--- src/rtl/ami_req_arbiter.sv ---
// Round-robin arbiter sharing one AMI request/response channel among NUM_REQ requesters.
// Optional orphan-response detection is enabled by defining AMI_ARB_ERR_EN.

package ami_arb_pkg;
    typedef struct packed {
        logic        valid;
        logic        isWrite;
        logic [31:0] addr;
        logic [63:0] data;
        logic [7:0]  size;
    } ami_request_t;

    typedef struct packed {
        logic        valid;
        logic [63:0] data;
        logic [7:0]  size;
    } ami_response_t;
endpackage

module ami_req_arbiter
    import ami_arb_pkg::*;
#(
    parameter int NUM_REQ         = 4,
    parameter int REQ_ID_W        = $clog2(NUM_REQ),
    parameter int MAX_OUTSTANDING = 16,
    parameter int CNT_W           = $clog2(MAX_OUTSTANDING) + 1
) (
    input  logic                          clk,
    input  logic                          reset,
    input  ami_request_t  [NUM_REQ-1:0]   req_in,
    output logic          [NUM_REQ-1:0]   req_in_grant,
    output ami_response_t [NUM_REQ-1:0]   resp_out,
    input  logic          [NUM_REQ-1:0]   resp_out_grant,
    output ami_request_t                  req_out,
    input  logic                          req_out_grant,
    input  ami_response_t                 resp_in,
    output logic                          resp_in_grant,
    output logic          [CNT_W-1:0]     outstanding
`ifdef AMI_ARB_ERR_EN
    ,
    output logic                          err_orphan
`endif
);

    localparam int PTR_W = $clog2(MAX_OUTSTANDING);
    localparam logic [CNT_W-1:0] FULL_CNT = CNT_W'(MAX_OUTSTANDING);

    logic [REQ_ID_W-1:0] tag_mem_r [MAX_OUTSTANDING];
    logic [PTR_W-1:0]    wr_ptr_r;
    logic [PTR_W-1:0]    rd_ptr_r;
    logic [CNT_W-1:0]    count_r;
    logic [REQ_ID_W-1:0] rr_ptr_r;
    logic [REQ_ID_W-1:0] winner_s;
    logic [REQ_ID_W-1:0] idx_s;
    logic [REQ_ID_W-1:0] head_s;
    logic [NUM_REQ-1:0]  eligible_s;
    logic                can_load_s;
    logic                found_s;
    logic                grant_s;
    logic                push_s;
    logic                pop_s;
    logic                fifo_empty_s;
    logic                fifo_full_s;

    assign fifo_empty_s = (count_r == {CNT_W{1'b0}});
    assign head_s       = tag_mem_r[rd_ptr_r];
    assign outstanding  = count_r;

    // Route the in-order response to the owner of the oldest outstanding read.
    always_comb begin
        resp_out      = '0;
        resp_in_grant = 1'b0;
        pop_s         = 1'b0;
        if (!fifo_empty_s && resp_in.valid) begin
            resp_out[head_s] = resp_in;
            resp_in_grant    = resp_out_grant[head_s];
            pop_s            = resp_out_grant[head_s];
        end else begin
`ifdef AMI_ARB_ERR_EN
            // Only an orphan can be valid here; it is swallowed.
            resp_in_grant = resp_in.valid;
`else
            resp_in_grant = 1'b0;
`endif
        end
    end

    // Eligibility and round-robin winner search starting after the last winner.
    always_comb begin
        fifo_full_s = (count_r == FULL_CNT) && !pop_s;
        eligible_s  = '0;
        for (int i = 0; i < NUM_REQ; i++) begin
            eligible_s[i] = req_in[i].valid && (req_in[i].isWrite || !fifo_full_s);
        end
        found_s  = 1'b0;
        winner_s = rr_ptr_r;
        idx_s    = rr_ptr_r;
        for (int k = 1; k <= NUM_REQ; k++) begin
            idx_s = REQ_ID_W'((int'(rr_ptr_r) + k) % NUM_REQ);
            if (!found_s && eligible_s[idx_s]) begin
                winner_s = idx_s;
            end else begin
                winner_s = winner_s;
            end
            found_s = found_s | eligible_s[idx_s];
        end
        can_load_s   = !req_out.valid || req_out_grant;
        grant_s      = can_load_s && found_s;
        req_in_grant = '0;
        if (grant_s) begin
            req_in_grant[winner_s] = 1'b1;
        end else begin
            req_in_grant = '0;
        end
        push_s = grant_s && !req_in[winner_s].isWrite;
    end

    // Output request register and round-robin pointer.
    always_ff @(posedge clk or posedge reset) begin
        if (reset) begin
            req_out  <= '0;
            rr_ptr_r <= REQ_ID_W'(NUM_REQ - 1);
        end else if (can_load_s) begin
            if (grant_s) begin
                req_out  <= req_in[winner_s];
                rr_ptr_r <= winner_s;
            end else begin
                req_out <= '0;
            end
        end
    end

    // Order FIFO pointers and occupancy.
    always_ff @(posedge clk or posedge reset) begin
        if (reset) begin
            wr_ptr_r <= {PTR_W{1'b0}};
            rd_ptr_r <= {PTR_W{1'b0}};
            count_r  <= {CNT_W{1'b0}};
        end else begin
            if (push_s) begin
                wr_ptr_r <= wr_ptr_r + PTR_W'(1);
            end
            if (pop_s) begin
                rd_ptr_r <= rd_ptr_r + PTR_W'(1);
            end
            case ({push_s, pop_s})
                2'b10:   count_r <= count_r + CNT_W'(1);
                2'b01:   count_r <= count_r - CNT_W'(1);
                default: count_r <= count_r;
            endcase
        end
    end

    // Order FIFO storage; contents are meaningless while the pointers say empty.
    always_ff @(posedge clk) begin
        if (push_s) begin
            tag_mem_r[wr_ptr_r] <= winner_s;
        end
    end

`ifdef AMI_ARB_ERR_EN
    // Sticky orphan flag.
    always_ff @(posedge clk or posedge reset) begin
        if (reset) begin
            err_orphan <= 1'b0;
        end else if (resp_in.valid && fifo_empty_s) begin
            err_orphan <= 1'b1;
        end
    end
`endif

endmodule

--- config.mk ---
export PLATFORM = sky130hd
export DESIGN_NAME = ami_req_arbiter
export DESIGN_NICKNAME = d
export VERILOG_FILES = /design/src/rtl/ami_req_arbiter.sv
export SDC_FILE = /design/constraint.sdc
export NUM_CORES = 1
export LEC_CHECK = 0
export BUFFER_PORTS_ARGS = -buffer_cell sky130_fd_sc_hd__buf_2
export CAP_MARGIN = 10
export CORE_AREA = 5 5 355 357
export DETAILED_ROUTE_END_ITERATION = 6
export DIE_AREA = 0 0 360 362
export GPL_ROUTABILITY_DRIVEN = 1
export PLACE_DENSITY = 0.3
export SLEW_MARGIN = 30
export SYNTH_ARGS = -nofsm -noshare
export SYNTH_HDL_FRONTEND = slang
export SYNTH_SLANG_ARGS = --single-unit
export TNS_END_PERCENT = 50
--- constraint.sdc ---
create_clock -name clk -period 13.35 [get_ports clk]
set_clock_uncertainty 0.2 [all_clocks]
set_input_delay 1.335 -clock clk [delete_from_list [all_inputs] [get_ports clk]]
set_output_delay 1.335 -clock clk [all_outputs]
set_load 0.1 [all_outputs]
==> metrics.txt, run 1 <==
measured slew at the worst slew-check pin=a little over 1 ns; Total GRT Usage=between 10% and 20%; Post-DP HPWL=65600 um; Resized cells post-CTS=0; sequential-to-total area share from yosys stat=a little over a third; fin cells=3700; initial antenna violation count=43; Slew HR=approximately a third; Final min period=between 7 and 8 ns; # IOs=912; synthesized cell area=approximately 11000 sq um; most used routing layer=met2; CP Cell Sequence=mux4_2 -> mux4_2 -> a221o_1 -> o21ai_2 -> or2_1 -> a221oi_1 -> a211oi_4 -> buf_4 -> inv_2 -> nor2_1 -> buf_2; Most used DFF post-synth=dfrtp_1; clk slew on worst S/H paths=~0.09 ns; cell count after synthesis=approximately 1200; endpoints failing hold=0; first-pass GRT wire length=around 110000 um; crit path max fanout=57; GR Util met2=between 20% and 30%; slowest cell delay on critical path=between 0.7 and 0.8 ns; Final Max Tran Viols=0; Max Cap Violations=0; Multi-input gate area=between 6000 and 7000 sq um; final number of setup-violating endpoints=0; cell mode on critical path=mux4_2; WS Path Type=reg -> out; root buffer cell=clkbuf_16; die height=~360 um; post-layout util=about 15%; Yosys reg bits=between 150 and 200; H-tree depth=4; Register Area=about 4000 sq um; met1 usage=between 10% and 20%; placed cell count=about 3700; Placer Congestion=around 0.80; clk_lat worst skew=around 0.50 ns; outcome=finished clean; Die Span X=between 300 and 400 um; Initial Utilization=9.35%; Post-CTS Setup Bufs=0; Routed WL=approximately 79000 um; number of global-route vias before repair=~13000; Remaining DRCs=0; grt met3 use=3.43%; Iteration-0 DRC Markers=slightly below 600; Layout area overhead=60.9%; drt wl/cell=roughly 21 um; Vias/cell=between 3 and 4; post-synth cell types=62; FF-to-FF path depth=13; Worst Hold Slack=0.291 ns; unrepaired setup endpoints after global routing=false; worst hold path class=reg -> reg; layout cells sized above 1=50.1%; nets=about 2600; grt ovf=0; CTS max path bufs=2; Req. time, crit path=11.81 ns; total core area=123000 sq um; CP endpoint kind=output port; die area=between 100000 and 150000 sq um; vias=around 13000; Site Rows=between 100 and 150; CP Data Arrival Time=between 5 and 6 ns; Fillers=~14000; period utilization=54.5%; CTS Hold Bufs=0; Avg Cell Area, Syn=about 9.6 sq um; first drt pass iteration count=5; net count after synthesis=1705; clock sink count=between 150 and 200; Final ANT Viol Nets=0; count of buffers from port buffering=911; number of synthesized flops with an enable pin=32; Num CTS Buffers=17; startpoint types=register; Async SR Flop Fraction=between 70% and 80%; CTS tree=done; Synth warnings=0; fmax=between 100 and 150 MHz; slowest stage cell, crit path=buf_4; hold path cells=1; largest net degree at the start of global routing=74; setup TNS=0 ns
-- logic make-up after synthesis --
kind of cell	after synthesis	share of synthesized area, %
AND/OR/NAND/NOR	526	25.1
flip-flops	153	34.8
multiplexers	227	21.0
adder cells (fa/ha/maj)	10	1.16
XOR/XNOR	11	0.840
AO/OA/AOI/OAI	148	12.3
buffers and inverters	116	4.80
-- cell usage in the layout, fill, tap and decap left out, types with 7 or more instances in the layout --
cell type / n
a21oi_1: 8
a221o_1: 52
a32o_1: 55
and2_1: 289
buf_2: 911
buf_4: 15
clkbuf_16: 17
dfrtp_1: 119
diode_2: 14
edfxtp_1: 32
ha_1: 9
inv_1: 9
mux2_1: 35
mux2_2: 28
mux2i_1: 159
nand2_1: 125
nor2_1: 64
xnor2_1: 7
-- critical path, delay by kind of cell, from the launching register on --
| family | cells | cell delay (ns) |
|---|---|---|
| and+or+nand+nor | 2 | 0.53 |
| buffers and inverters | 3 | 1.52 |
| AOI/OAI and AO/OA | 4 | 1.27 |
| muxes | 2 | 1.11 |
| DFF | 1 | 0.74 |
-- flip-flops by register name, indices dropped and copies added, names as in the netlist --
register / flops
req_out: 106
wr_ptr_r: 4
outstanding: 5
rr_ptr_r: 2
tag_mem_r: 32
rd_ptr_r: 4
-- stage by stage --
stage	area [sq um]	setup WS (ns)
final	18500	6.07
after global routing	18400	5.53
after CTS	18400	5.40
after detailed placement	17800	5.76
after global placement	17800	5.86
after floorplan	11500	5.63
-- synth_stat cells (6+ instances only) --
library cell	instances	share of area, %
nand2_1	126	4.1
buf_4	17	1.1
nor2_1	65	2.1
inv_1	10	0.33
dfrtp_1	119	26
a221o_1	52	4.5
a32o_1	55	4.8
nor2b_1	6	0.33
ha_1	9	0.98
and2_1	289	16
clkbuf_1	64	2.1
nor3_2	7	0.61
a21oi_1	8	0.35
buf_2	17	0.74
mux2i_1	159	14
edfxtp_1	32	8.4
xnor2_1	7	0.53
mux2_1	35	3.4
mux2_2	28	2.7
-- layout make-up --
| cell class | instances | area share (%) |
|---|---|---|
| Multi-Input combinational cell | 922 | 37.9 |
| Tap cell | 1637 | 11.1 |
| Antenna cell | 14 | 0.190 |
| Clock inverter | 15 | 1.13 |
| Sequential cell | 153 | 21.6 |
| Timing Repair Buffer | 929 | 25.5 |
| Inverter | 13 | 0.298 |
| Clock buffer | 17 | 2.31 |
-- routing by layer --
metal	vias up	wire (um)
li1	5944	-
met1	6054	31500
met2	606	40500
met3	97	5430
met4	24	1510
met5	-	173
-- path summary, 6_finish.rpt --
kind	startpoint	endpoint	slack, ns
max in group asynchronous	reset	req_out[93]$_DFFE_PP0P_	11.08
hold / removal	req_out[62]$_DFFE_PP0P_	req_out[62]$_DFFE_PP0P_	0.29
min in group asynchronous	reset	req_out[21]$_DFFE_PP0P_	0.74
setup reg to reg	rd_ptr_r[0]$_DFFE_PP0P_	req_out[29]$_DFFE_PP0P_	6.38
setup / recovery	rd_ptr_r[0]$_DFFE_PP0P_	req_in_grant[0]	6.07
hold reg to reg	req_out[62]$_DFFE_PP0P_	req_out[62]$_DFFE_PP0P_	0.29
Power of run 1 is not shown: default switching activity piles up to over one toggle a cycle in this logic, so the estimate is an artifact.
==> run 2, diff against run 1 <==
- CORE_AREA: 5 5 355 357 -> 5 5 357 359
- DIE_AREA: 0 0 360 362 -> 0 0 362 364
- clock period: 13.35 -> 6.79 ns (I/O delays scaled with it)
==> run 2 against run 1 <==
Effect of this change:
- utilization decreased by 0.058 points
- critical path depth decreased by 1
- worst setup slack got worse by 5.4 ns
- hold slack improved by 0.00055 ns
- sequential share of layout area decreased by 0.058 points
- highest routed layer unchanged
- critical path type unchanged
- final area increased by 0.27%
- critical endpoint is now req_in_grant[1]
- sequential cell count unchanged
==> metrics.txt, run 2 (synthesis results as in run 1) <==
Buf/Inv on CP=1; final number of setup-violating endpoints=0; die height=364 um; CTS tree=done; first drt pass iteration count=6; most frequent cells in the layout=911 x buf_2, 289 x and2_1, 159 x mux2i_1, 125 x nand2_1, 119 x dfrtp_1; Finished Cell Area=18500 sq um; period utilization=90.0%; Die Span X=between 300 and 400 um; measured slew at the worst slew-check pin=approximately 0.86 ns; # IOs=approximately 900; outcome=finished clean; Iteration-0 DRC Markers=roughly 440; nets=about 2600; met1 usage=around an eighth; Routed WL=75300 um; largest net degree at the start of global routing=84; CTS max path bufs=2; Slew HR=a little over two fifths; Site Rows=approximately 130; unrepaired setup endpoints after global routing=false; initial antenna violation count=13; setup TNS=0 ns; H-tree depth=4; Initial Utilization=around 9.3%; Max Cap Violations=0; Total GRT Usage=10.8%; clock sink count=between 150 and 200; layout cells sized above 1=roughly 50%; startpoint types=register; Final ANT Viol Nets=0; crit path max fanout=13; Final Max Tran Viols=0; Vias/cell=roughly 3.4; Remaining DRCs=0; CP Data Arrival Time=around 5.2 ns; grt ovf=0; CP endpoint kind=output port; area post-placement=~18000 sq um; GR Util met2=20.4%; Reg with most FFs=req_out; vias=approximately 12000; Post-DP HPWL=approximately 63000 um; fmax=between 150 and 200 MHz; root buffer cell=clkbuf_16; Final min period=between 6 and 7 ns; Placer Congestion=0.747; most common cell after layout, fill and taps aside=buf_2; total core area=around 120000 sq um; count of buffers from port buffering=just over 900; die area=132000 sq um; Req. time, crit path=approximately 6 ns; drt wl/cell=20.4 um; most used routing layer=met2; CP delay by family, top=compound AO/OA/AOI/OAI gates; cell mode on critical path=mux4_2; first-pass GRT wire length=between 100000 and 150000 um; slowest stage cell, crit path=dfrtp_1; max reg flops=about 110; Layout area overhead=61.3%; grt met3 use=roughly 2.7%; number of global-route vias before repair=approximately 13000; WS Path Type=reg -> out; CP Cell Sequence=mux4_2 -> mux4_2 -> a221o_1 -> o21ai_2 -> or2_1 -> o211ai_2 -> a221oi_4 -> nand2_2 -> nor2_2 -> buf_2; Post-CTS Setup Bufs=0; clk slew on worst S/H paths=about 0.080 ns; worst hold path class=reg -> reg; endpoints failing hold=0; clk_lat worst skew=~0.50 ns; slowest cell delay on critical path=roughly 0.73 ns; Num CTS Buffers=17
==> run 2: changes by cell type in the layout (fill, tap and decap cells not counted), moves of 2 or more <==
cell,previous run,this run
buf_12,0,5
buf_6,3,0
clkinv_8,6,4
diode_2,14,4
inv_12,4,0
inv_8,1,4
==> run 2: path summary, 6_finish.rpt <==
kind,cells after the start,endpoint,slack (ns),from
max,10,req_in_grant[1],0.68,rd_ptr_r[0]$_DFFE_PP0P_
min,1,req_out[24]$_DFFE_PP0P_,0.29,req_out[24]$_DFFE_PP0P_
max reg2reg,17,outstanding[4]$_DFFE_PP0P_,0.95,rd_ptr_r[0]$_DFFE_PP0P_
min reg2reg,1,req_out[24]$_DFFE_PP0P_,0.29,req_out[24]$_DFFE_PP0P_
max in group asynchronous,4,req_out[22]$_DFFE_PP0P_,4.75,reset
min in group asynchronous,3,req_out[85]$_DFFE_PP0P_,0.56,reset
==> run 2: stage by stage <==
stage | hold WS (ns) | std cells | utilization [%] | setup WS (ns)
2_1_floorplan | 0.296 | 1191 | - | 0.912
3_3_place_gp | 0.278 | 3657 | 14.5 | 0.906
6_report | 0.291 | 3695 | 15.0 | 0.682
5_1_grt | 0.271 | 3691 | 15.0 | 0.156
3_5_place_dp | 0.276 | 3658 | 14.5 | 0.884
4_1_cts | 0.231 | 3691 | 15.0 | 0.228
==> run 2: area by class of cell <==
cell class / count / area, sq um
clock inverters: 15 / 170
diodes: 4 / 10.0
inverters: 13 / 53.8
clock buffers: 17 / 425
repair buffers: 934 / 4820
fillers: 14200 / 105000
flip-flops and latches: 153 / 3990
well taps: 1637 / 2050
multi-input cells: 922 / 6990
==> run 2: metal layers <==
metal  vias to the layer above  part of all wire [%]
met5                         -                 0.048
met3                        43                   6.3
met4                         6                   1.2
li1                       5928                     -
met1                      5910                    39
met2                       563                    53
==> run 2: what timing repair did <==
item                                    CTS  global route
hold buffers                              1             0
resized for setup                         0             1
endpoints found under the hold margin    40             0
endpoints found under the setup margin    0             1
==> run 2: worst register-to-register path, cell delays in order (launching register included) <==
cell      delay (ns)
dfrtp_1         0.73
mux4_2          0.60
mux4_2          0.53
a221o_1         0.29
o21ai_2         0.28
or2_1           0.37
a221oi_1        0.20
a211oi_4        0.35
buf_4           0.25
mux2i_1         0.33
a22oi_4         0.14
ha_1            0.30
fa_1            0.43
a21o_1          0.18
a21oi_1         0.20
xor2_1          0.17
nor2_1          0.08
xnor2_1         0.13
Power of run 2 is left out for the same reason.
